`src/rtl/adder_share_if.sv`:
```
// Bundle between the requesters/consumer and the shared-adder arbiter.
//
// Signals:
//   req_valid  [NUM_REQ]      per-requester request valid
//   req_ready  [NUM_REQ]      per-requester accept, at most one bit high
//   req_a      [32*NUM_REQ]   operand A, requester i in bits [32i+31:32i]
//   req_b      [32*NUM_REQ]   operand B, same packing
//   req_cin    [NUM_REQ]      carry-in per requester
//   rsp_valid                 result valid
//   rsp_ready                 consumer accepts the result
//   rsp_id     [ID_W]         requester that owns the result
//   rsp_sum    [32]           low 32 bits of a+b+cin
//   rsp_cout                  carry out of bit 31
//
// Modports: master = requesters plus result consumer, slave = arbiter.
interface adder_share_if #(
  parameter int unsigned NUM_REQ = 4,
  parameter int unsigned ID_W    = 2
);
  logic [NUM_REQ-1:0]    req_valid;
  logic [NUM_REQ-1:0]    req_ready;
  logic [32*NUM_REQ-1:0] req_a;
  logic [32*NUM_REQ-1:0] req_b;
  logic [NUM_REQ-1:0]    req_cin;
  logic                  rsp_valid;
  logic                  rsp_ready;
  logic [ID_W-1:0]       rsp_id;
  logic [31:0]           rsp_sum;
  logic                  rsp_cout;

  modport master (
    output req_valid, req_a, req_b, req_cin, rsp_ready,
    input  req_ready, rsp_valid, rsp_id, rsp_sum, rsp_cout
  );

  modport slave (
    input  req_valid, req_a, req_b, req_cin, rsp_ready,
    output req_ready, rsp_valid, rsp_id, rsp_sum, rsp_cout
  );
endinterface

```
`src/rtl/adder_share_arbiter.sv`:
```
// Shares one 32-bit ripple-carry adder between NUM_REQ requesters.
//
// A round-robin arbiter picks one valid requester while idle, latches its
// operands, lets the ripple chain settle for a full cycle on the latched
// operands, registers {cout, sum} and holds the tagged result until the
// consumer takes it. One operation is in flight at a time.
//
// Ports:
//   clk    rising-edge clock
//   rst_n  asynchronous active-low reset
//   bus    adder_share_if slave modport (request and response channels)
//
// Parameters:
//   NUM_REQ  number of requesters (2..8)
//   ID_W     requester id width, must equal clog2(NUM_REQ)
module adder_share_arbiter #(
  parameter int unsigned NUM_REQ = 4,
  parameter int unsigned ID_W    = 2
) (
  input logic          clk,
  input logic          rst_n,
  adder_share_if.slave bus
);

  typedef enum logic [1:0] {
    StIdle = 2'd0,
    StExec = 2'd1,
    StResp = 2'd2
  } state_e;

  state_e          state_q;
  logic [ID_W-1:0] rr_ptr_q;

  // Operand registers feeding the adder.
  logic [31:0]     op_a_q;
  logic [31:0]     op_b_q;
  logic            op_cin_q;
  logic [ID_W-1:0] op_id_q;

  // Registered response.
  logic            rsp_valid_q;
  logic [ID_W-1:0] rsp_id_q;
  logic [31:0]     rsp_sum_q;
  logic            rsp_cout_q;

  // Grant search results.
  logic            grant_found;
  logic [ID_W-1:0] grant_idx;
  logic [ID_W-1:0] rr_ptr_nxt;
  logic [31:0]     grant_a;
  logic [31:0]     grant_b;
  logic            grant_cin;

  // Adder outputs.
  logic [31:0]     add_sum;
  logic            add_cout;

  // Round-robin search: first valid requester at or after rr_ptr, wrapping.
  // The candidate index is one bit wider so rr_ptr+k cannot overflow before
  // the modulo fold, which keeps non-power-of-two NUM_REQ correct.
  always_comb begin
    logic [ID_W:0] cand;
    grant_found = 1'b0;
    grant_idx   = '0;
    cand        = '0;
    for (int unsigned k = 0; k < NUM_REQ; k++) begin
      cand = {1'b0, rr_ptr_q} + (ID_W+1)'(k);
      if (cand >= (ID_W+1)'(NUM_REQ)) begin
        cand = cand - (ID_W+1)'(NUM_REQ);
      end
      if (!grant_found && bus.req_valid[cand[ID_W-1:0]]) begin
        grant_found = 1'b1;
        grant_idx   = cand[ID_W-1:0];
      end
    end
  end

  // Pointer moves to the requester just after the winner.
  always_comb begin
    logic [ID_W:0] inc;
    inc = {1'b0, grant_idx} + (ID_W+1)'(1);
    if (inc >= (ID_W+1)'(NUM_REQ)) begin
      rr_ptr_nxt = '0;
    end else begin
      rr_ptr_nxt = inc[ID_W-1:0];
    end
  end

  // Operand mux for the granted requester.
  always_comb begin
    grant_a   = '0;
    grant_b   = '0;
    grant_cin = 1'b0;
    for (int unsigned i = 0; i < NUM_REQ; i++) begin
      if (grant_idx == ID_W'(i)) begin
        grant_a   = bus.req_a[32*i +: 32];
        grant_b   = bus.req_b[32*i +: 32];
        grant_cin = bus.req_cin[i];
      end
    end
  end

  // Accept is combinational and only offered while idle.
  always_comb begin
    bus.req_ready = '0;
    if (state_q == StIdle && grant_found) begin
      bus.req_ready[grant_idx] = 1'b1;
    end
  end

  // Full-adder chain on the latched operands; the carry ripples bit by bit.
  always_comb begin
    logic c;
    c       = op_cin_q;
    add_sum = '0;
    for (int unsigned i = 0; i < 32; i++) begin
      add_sum[i] = op_a_q[i] ^ op_b_q[i] ^ c;
      c          = (op_a_q[i] & op_b_q[i]) | (c & (op_a_q[i] ^ op_b_q[i]));
    end
    add_cout = c;
  end

  // Control FSM with registered response outputs.
  always_ff @(posedge clk or negedge rst_n) begin
    if (!rst_n) begin
      state_q     <= StIdle;
      rr_ptr_q    <= '0;
      op_a_q      <= '0;
      op_b_q      <= '0;
      op_cin_q    <= 1'b0;
      op_id_q     <= '0;
      rsp_valid_q <= 1'b0;
      rsp_id_q    <= '0;
      rsp_sum_q   <= '0;
      rsp_cout_q  <= 1'b0;
    end else begin
      unique case (state_q)
        StIdle: begin
          if (grant_found) begin
            op_a_q   <= grant_a;
            op_b_q   <= grant_b;
            op_cin_q <= grant_cin;
            op_id_q  <= grant_idx;
            rr_ptr_q <= rr_ptr_nxt;
            state_q  <= StExec;
          end
        end
        StExec: begin
          rsp_sum_q   <= add_sum;
          rsp_cout_q  <= add_cout;
          rsp_id_q    <= op_id_q;
          rsp_valid_q <= 1'b1;
          state_q     <= StResp;
        end
        StResp: begin
          // Sum and id keep their last values after the handshake.
          if (bus.rsp_ready) begin
            rsp_valid_q <= 1'b0;
            state_q     <= StIdle;
          end
        end
        default: begin
          rsp_valid_q <= 1'b0;
          state_q     <= StIdle;
        end
      endcase
    end
  end

  assign bus.rsp_valid = rsp_valid_q;
  assign bus.rsp_id    = rsp_id_q;
  assign bus.rsp_sum   = rsp_sum_q;
  assign bus.rsp_cout  = rsp_cout_q;

endmodule
```
`src/flat_wrapper.sv`:
```
// flat-port wrapper written by rule: the top's interface ports become plain ports
module adder_share_arbiter_flat 
#(
  parameter int unsigned NUM_REQ = 4,
  parameter int unsigned ID_W    = 2
)
  (clk, rst_n, bus_req_valid, bus_req_a, bus_req_b, bus_req_cin, bus_rsp_ready, bus_req_ready, bus_rsp_valid, bus_rsp_id, bus_rsp_sum, bus_rsp_cout);
  adder_share_if #(.NUM_REQ(NUM_REQ), .ID_W(ID_W)) bus_i ();
  input logic clk;
  input logic rst_n;
  input wire logic [$bits(bus_i.req_valid)-1:0] bus_req_valid;
  input wire logic [$bits(bus_i.req_a)-1:0] bus_req_a;
  input wire logic [$bits(bus_i.req_b)-1:0] bus_req_b;
  input wire logic [$bits(bus_i.req_cin)-1:0] bus_req_cin;
  input wire logic [$bits(bus_i.rsp_ready)-1:0] bus_rsp_ready;
  output wire logic [$bits(bus_i.req_ready)-1:0] bus_req_ready;
  output wire logic [$bits(bus_i.rsp_valid)-1:0] bus_rsp_valid;
  output wire logic [$bits(bus_i.rsp_id)-1:0] bus_rsp_id;
  output wire logic [$bits(bus_i.rsp_sum)-1:0] bus_rsp_sum;
  output wire logic [$bits(bus_i.rsp_cout)-1:0] bus_rsp_cout;
  assign bus_i.req_valid = bus_req_valid;
  assign bus_i.req_a = bus_req_a;
  assign bus_i.req_b = bus_req_b;
  assign bus_i.req_cin = bus_req_cin;
  assign bus_i.rsp_ready = bus_rsp_ready;
  assign bus_req_ready = bus_i.req_ready;
  assign bus_rsp_valid = bus_i.rsp_valid;
  assign bus_rsp_id = bus_i.rsp_id;
  assign bus_rsp_sum = bus_i.rsp_sum;
  assign bus_rsp_cout = bus_i.rsp_cout;
  adder_share_arbiter #(.NUM_REQ(NUM_REQ), .ID_W(ID_W)) u_core (.clk(clk), .rst_n(rst_n), .bus(bus_i));
endmodule
```
`config.mk`:
```
export PLATFORM = sky130hd
export DESIGN_NAME = adder_share_arbiter_flat
export DESIGN_NICKNAME = d
export VERILOG_FILES = /design/src/rtl/adder_share_if.sv /design/src/rtl/adder_share_arbiter.sv /design/src/flat_wrapper.sv
export SDC_FILE = /design/constraint.sdc
export NUM_CORES = 1
export LEC_CHECK = 0
export CAP_MARGIN = 10
export CORE_ASPECT_RATIO = 1.5
export CORE_MARGIN = 2
export CORE_UTILIZATION = 35
export CTS_CLUSTER_SIZE = 14
export DETAILED_ROUTE_END_ITERATION = 8
export PLACE_DENSITY = 0.72
export SLEW_MARGIN = 20
export SYNTH_ARGS = -nofsm -noshare
export SYNTH_HDL_FRONTEND = slang
export SYNTH_SLANG_ARGS = --single-unit
export TNS_END_PERCENT = 30
```
`constraint.sdc`:
```
create_clock -name clk -period 16.75 [get_ports clk]
set_clock_uncertainty 0.15 [all_clocks]
set_input_delay 3.35 -clock clk [delete_from_list [all_inputs] [get_ports clk]]
set_output_delay 3.35 -clock clk [all_outputs]
set_load 0.05 [all_outputs]
```
==> metrics.md <==
| Metric | Value |
|---|---|
| Remaining DRCs | `0` |
| Die Wd | `120 um` |
| Htree depth | `3` |
| Die Span Y | `178 um` |
| # diodes | `0` |
| Share of cells above drive strength 1 | `between 7 and 8%` |
| Sw frac | `50.0%` |
| CTS buffer count | `9` |
| Maxcap violations | `0` |
| Root buffer cell | `clkbuf_16` |
| Slew margin rel. | `30.9%` |
| Ranking of synthesized cells by area | `dfrtp_1 (38%), a221oi_2 (9.7%), a21oi_1 (9.3%)` |
| # rows | `63` |
| CP Max Fanout | `2` |
| GRT overflow | `0` |
| Crit Reg-Reg Startpoint | `u_core.op_cin_q$_DFFE_PN0P_` |
| Worst setup path start | `u_core.op_cin_q$_DFFE_PN0P_` |
| R2r endpoint | `u_core.bus.rsp_sum[31]$_DFFE_PN0P_` |
| TritonCTS clock tree | `built` |
| Flops & latches, synth | `107` |
| Gpl congestion | `0.844` |
| Area leader, netlist | `dfrtp_1` |
| Crit end category | `register` |
| Hold EP | `u_core.bus.rsp_sum[16]$_DFFE_PN0P_` |
| Final Power | `1990 uW` |
| Post-DP HPWL | `17.9 mm` |
| Setup TNS Final | `0 ns` |
| Worst path slowest cell | `fa_1` |
| RSZ-0062 raised after global routing | `false` |
| Post-CTS Setup Inserts | `0` |
| # setup viols final | `0` |
| DR pass1 iterations | `4` |
| Synth top area share | `37.8%` |
| Synth Cell Area | `7090 sq um` |
| P_int | `996 uW` |
| Cell Pwr Density | `190 nW/um^2` |
| R2R depth | `36` |
| NumNets Final | `1,388` |
| Post-synth net total | `1,135` |
| Largest net degree at the start of global routing | `just under 80` |
| WS Path Type | `register to register` |
| Final hold vios | `0` |
| Skew-Pair Late Insertion Delay | `0.35 ns` |
| Status | `finished, final reports clean` |
| Fill cells | `1,828` |
| Drt first-iter violations | `280` |
| Drt total wl | `approximately 24 mm` |
| Lkg Pwr | `0.00446 uW` |
| Clock transition at path regs | `~0.070 ns` |
| Hold Path Cell Cnt | `2` |
| Cts hold-fix bufs | `0` |
| Final worst-path cycle share | `92.4%` |
| Post-synthesis xor/xnor area fraction | `0%` |
| Final Max Slew Viols | `0` |
| Reg power frac | `25.1%` |
| Clock Sinks | `107` |
| Vias per cell | `5.00` |
| Multiplexer share of the synthesized area | `0.459%` |
| I/O Buffers | `about 310` |
| Largest family of logic cells by synthesized area | `compound AO/OA/AOI/OAI gates` |
| Combinational power share | `64.4%` |
| Post-synthesis simple-gate area fraction | `14.6%` |
| CP arrival | `15.58 ns` |
| Worst-margin pin slew | `1.04 ns` |
| Top delay family on crit path | `adder cells` |
| Bufs on Longest Clock Path | `2` |
| Boundary Pins | `between 300 and 400` |
| Initial Util | `between 30% and 40%` |
| Number of vias in the routed layout | `slightly below 7,000` |
| Fmax | `roughly 65 MHz` |
| Critical Path Max Stage Delay | `0.49 ns` |
| Synthesized instance count | `832` |
| Switching pwr | `996 uW` |
| Cell variety after synth | `28` |
| CP required | `16.85 ns` |
| Post-synthesis sequential area ratio | `a little under two fifths` |
| Post_cts resized | `0` |
| Synth Area per Inst | `8.52 sq um` |
| Global-route wire length before repair | `~36 mm` |
| Area delta synth->final | `48.2%` |
| Hold wc startpoint | `u_core.bus.rsp_sum[16]$_DFFE_PN0P_` |
| Worst R2R Setup Slack | `between 1 and 1.5 ns` |
| Crit path time final | `15.48 ns` |
| Final ANT Viol Nets | `0` |
| Vias in the first global route | `6,735` |
| Core ar. | `around 20,000 sq um` |
| Synth Area in Compound Gates | `between 20% and 30%` |
| Worst path bufs/invs | `3` |
| Fraction of the mapped netlist area in adder cells | `9.74%` |
| Max IR drop VDD | `about 75 uV` |
| DIE AREA | `21,400 sq um` |
| CP most frequent cell | `fa_1` |
| Initial antenna violation count | `0` |
| WL per Instance | `17.7 um` |
| Worst hold path type | `register to register` |
| Synth warn | `0` |
| Worst Setup Start Kind | `register` |
| Clock share of power | `10.5%` |
| Tot GR Track Use | `between 20% and 30%` |
## cell families (layout without fill, tap and decap cells)
logic type	count (synthesis)	after routing
AO/OA/AOI/OAI	272	272
multiplexers	3	3
buffers and inverters	147	405
flip-flops	107	107
AND/OR/NAND/NOR	267	267
adder cells (fa/ha/maj)	36	36
## layout make-up
cell class / instances / area [sq um] / share of cell area, %
repair buffers: 314 / 3120 / 29.7
well taps: 260 / 325 / 3.10
clock buffers: 10 / 239 / 2.27
flip-flops and latches: 107 / 2680 / 25.5
multi-input cells: 578 / 3810 / 36.2
clock inverters: 6 / 55.1 / 0.524
inverters: 75 / 282 / 2.68
## per-layer routing
layer  track usage [%]  part of all wire, %
met1              26.1                   39
met5                 0                    0
met3              3.55                  5.9
met2              39.8                   52
met4              7.27                  2.5
## synth_stat cells
| master | number |
|---|---|
| a211o_1 | 19 |
| a211oi_1 | 2 |
| a21oi_1 | 132 |
| a221o_1 | 3 |
| a221oi_1 | 19 |
| a221oi_2 | 46 |
| and2_1 | 4 |
| buf_1 | 2 |
| buf_2 | 24 |
| buf_4 | 6 |
| buf_6 | 8 |
| clkbuf_1 | 32 |
| dfrtp_1 | 107 |
| fa_1 | 32 |
| ha_1 | 4 |
| inv_1 | 74 |
| inv_2 | 1 |
| mux2_2 | 2 |
| mux2i_1 | 1 |
| nand2_1 | 148 |
| nand2b_1 | 3 |
| nor2_1 | 109 |
| nor2b_1 | 1 |
| nor2b_4 | 1 |
| nor3b_1 | 1 |
| o21a_1 | 1 |
| o21ai_0 | 49 |
| o31ai_1 | 1 |
## worst min-delay path, cell delays in order (launching register included)
cell and delay [ns]:
dfrtp_1 0.34, nand2_1 0.05, nand2_1 0.05
## through the flow
| step | instances | utilization [%] | area, sq um | setup WS, ns | hold WS, ns |
|---|---|---|---|---|---|
| 2_1_floorplan | 832 | - | 7090 | 1.76 | 0.285 |
| 3_3_place_gp | 1334 | 51.6 | 10200 | 1.30 | 0.303 |
| 3_5_place_dp | 1334 | 51.6 | 10200 | 1.13 | 0.312 |
| 4_1_cts | 1350 | 53.1 | 10500 | 1.10 | 0.330 |
| 5_1_grt | 1350 | 53.1 | 10500 | 0.667 | 0.348 |
| 6_report | 1350 | 53.1 | 10500 | 1.27 | 0.328 |
## cell usage in the layout (no fill, tap or decap), types with 2 or more instances in the layout
master,instances
clkdlybuf4s50_1,305
nand2_1,148
a21oi_1,132
nor2_1,109
dfrtp_1,107
inv_1,74
o21ai_0,49
a221oi_2,46
fa_1,32
a221oi_1,19
a211o_1,18
clkbuf_16,9
buf_4,9
and2_1,4
a221o_1,3
ha_4,3
inv_8,3
nand2b_1,2
mux2_2,2
## registers in the layout, summed over array words and instances, names as in the netlist, 2 cells and up
name                count
u_core.bus.rsp_sum     32
u_core.op_a_q          32
u_core.op_b_q          32
u_core.bus.rsp_id       2
u_core.op_id_q          2
u_core.rr_ptr_q         2
u_core.state_q          2
## worst max-delay path by stage
stage                                               endpoint  slack [ns]  depth (start not counted)
after floorplan           u_core.bus.rsp_sum[31]$_DFFE_PN0P_        1.76                         36
after global placement    u_core.bus.rsp_sum[31]$_DFFE_PN0P_        1.30                         36
after detailed placement  u_core.bus.rsp_sum[31]$_DFFE_PN0P_        1.13                         36
after CTS                 u_core.bus.rsp_sum[31]$_DFFE_PN0P_        1.10                         36
after global routing      u_core.bus.rsp_sum[31]$_DFFE_PN0P_        0.67                         36
final                     u_core.bus.rsp_sum[31]$_DFFE_PN0P_        1.27                         36
## power groups by stage
stage	clock network, uW	registers (uW)	logic, uW
2_1_floorplan	0	625	786
3_3_place_gp	0	501	1270
3_5_place_dp	0	507	1300
4_1_cts	214	503	1300
5_1_grt	224	519	1420
6_report	210	500	1280
Power figures use the tool's default switching activity.
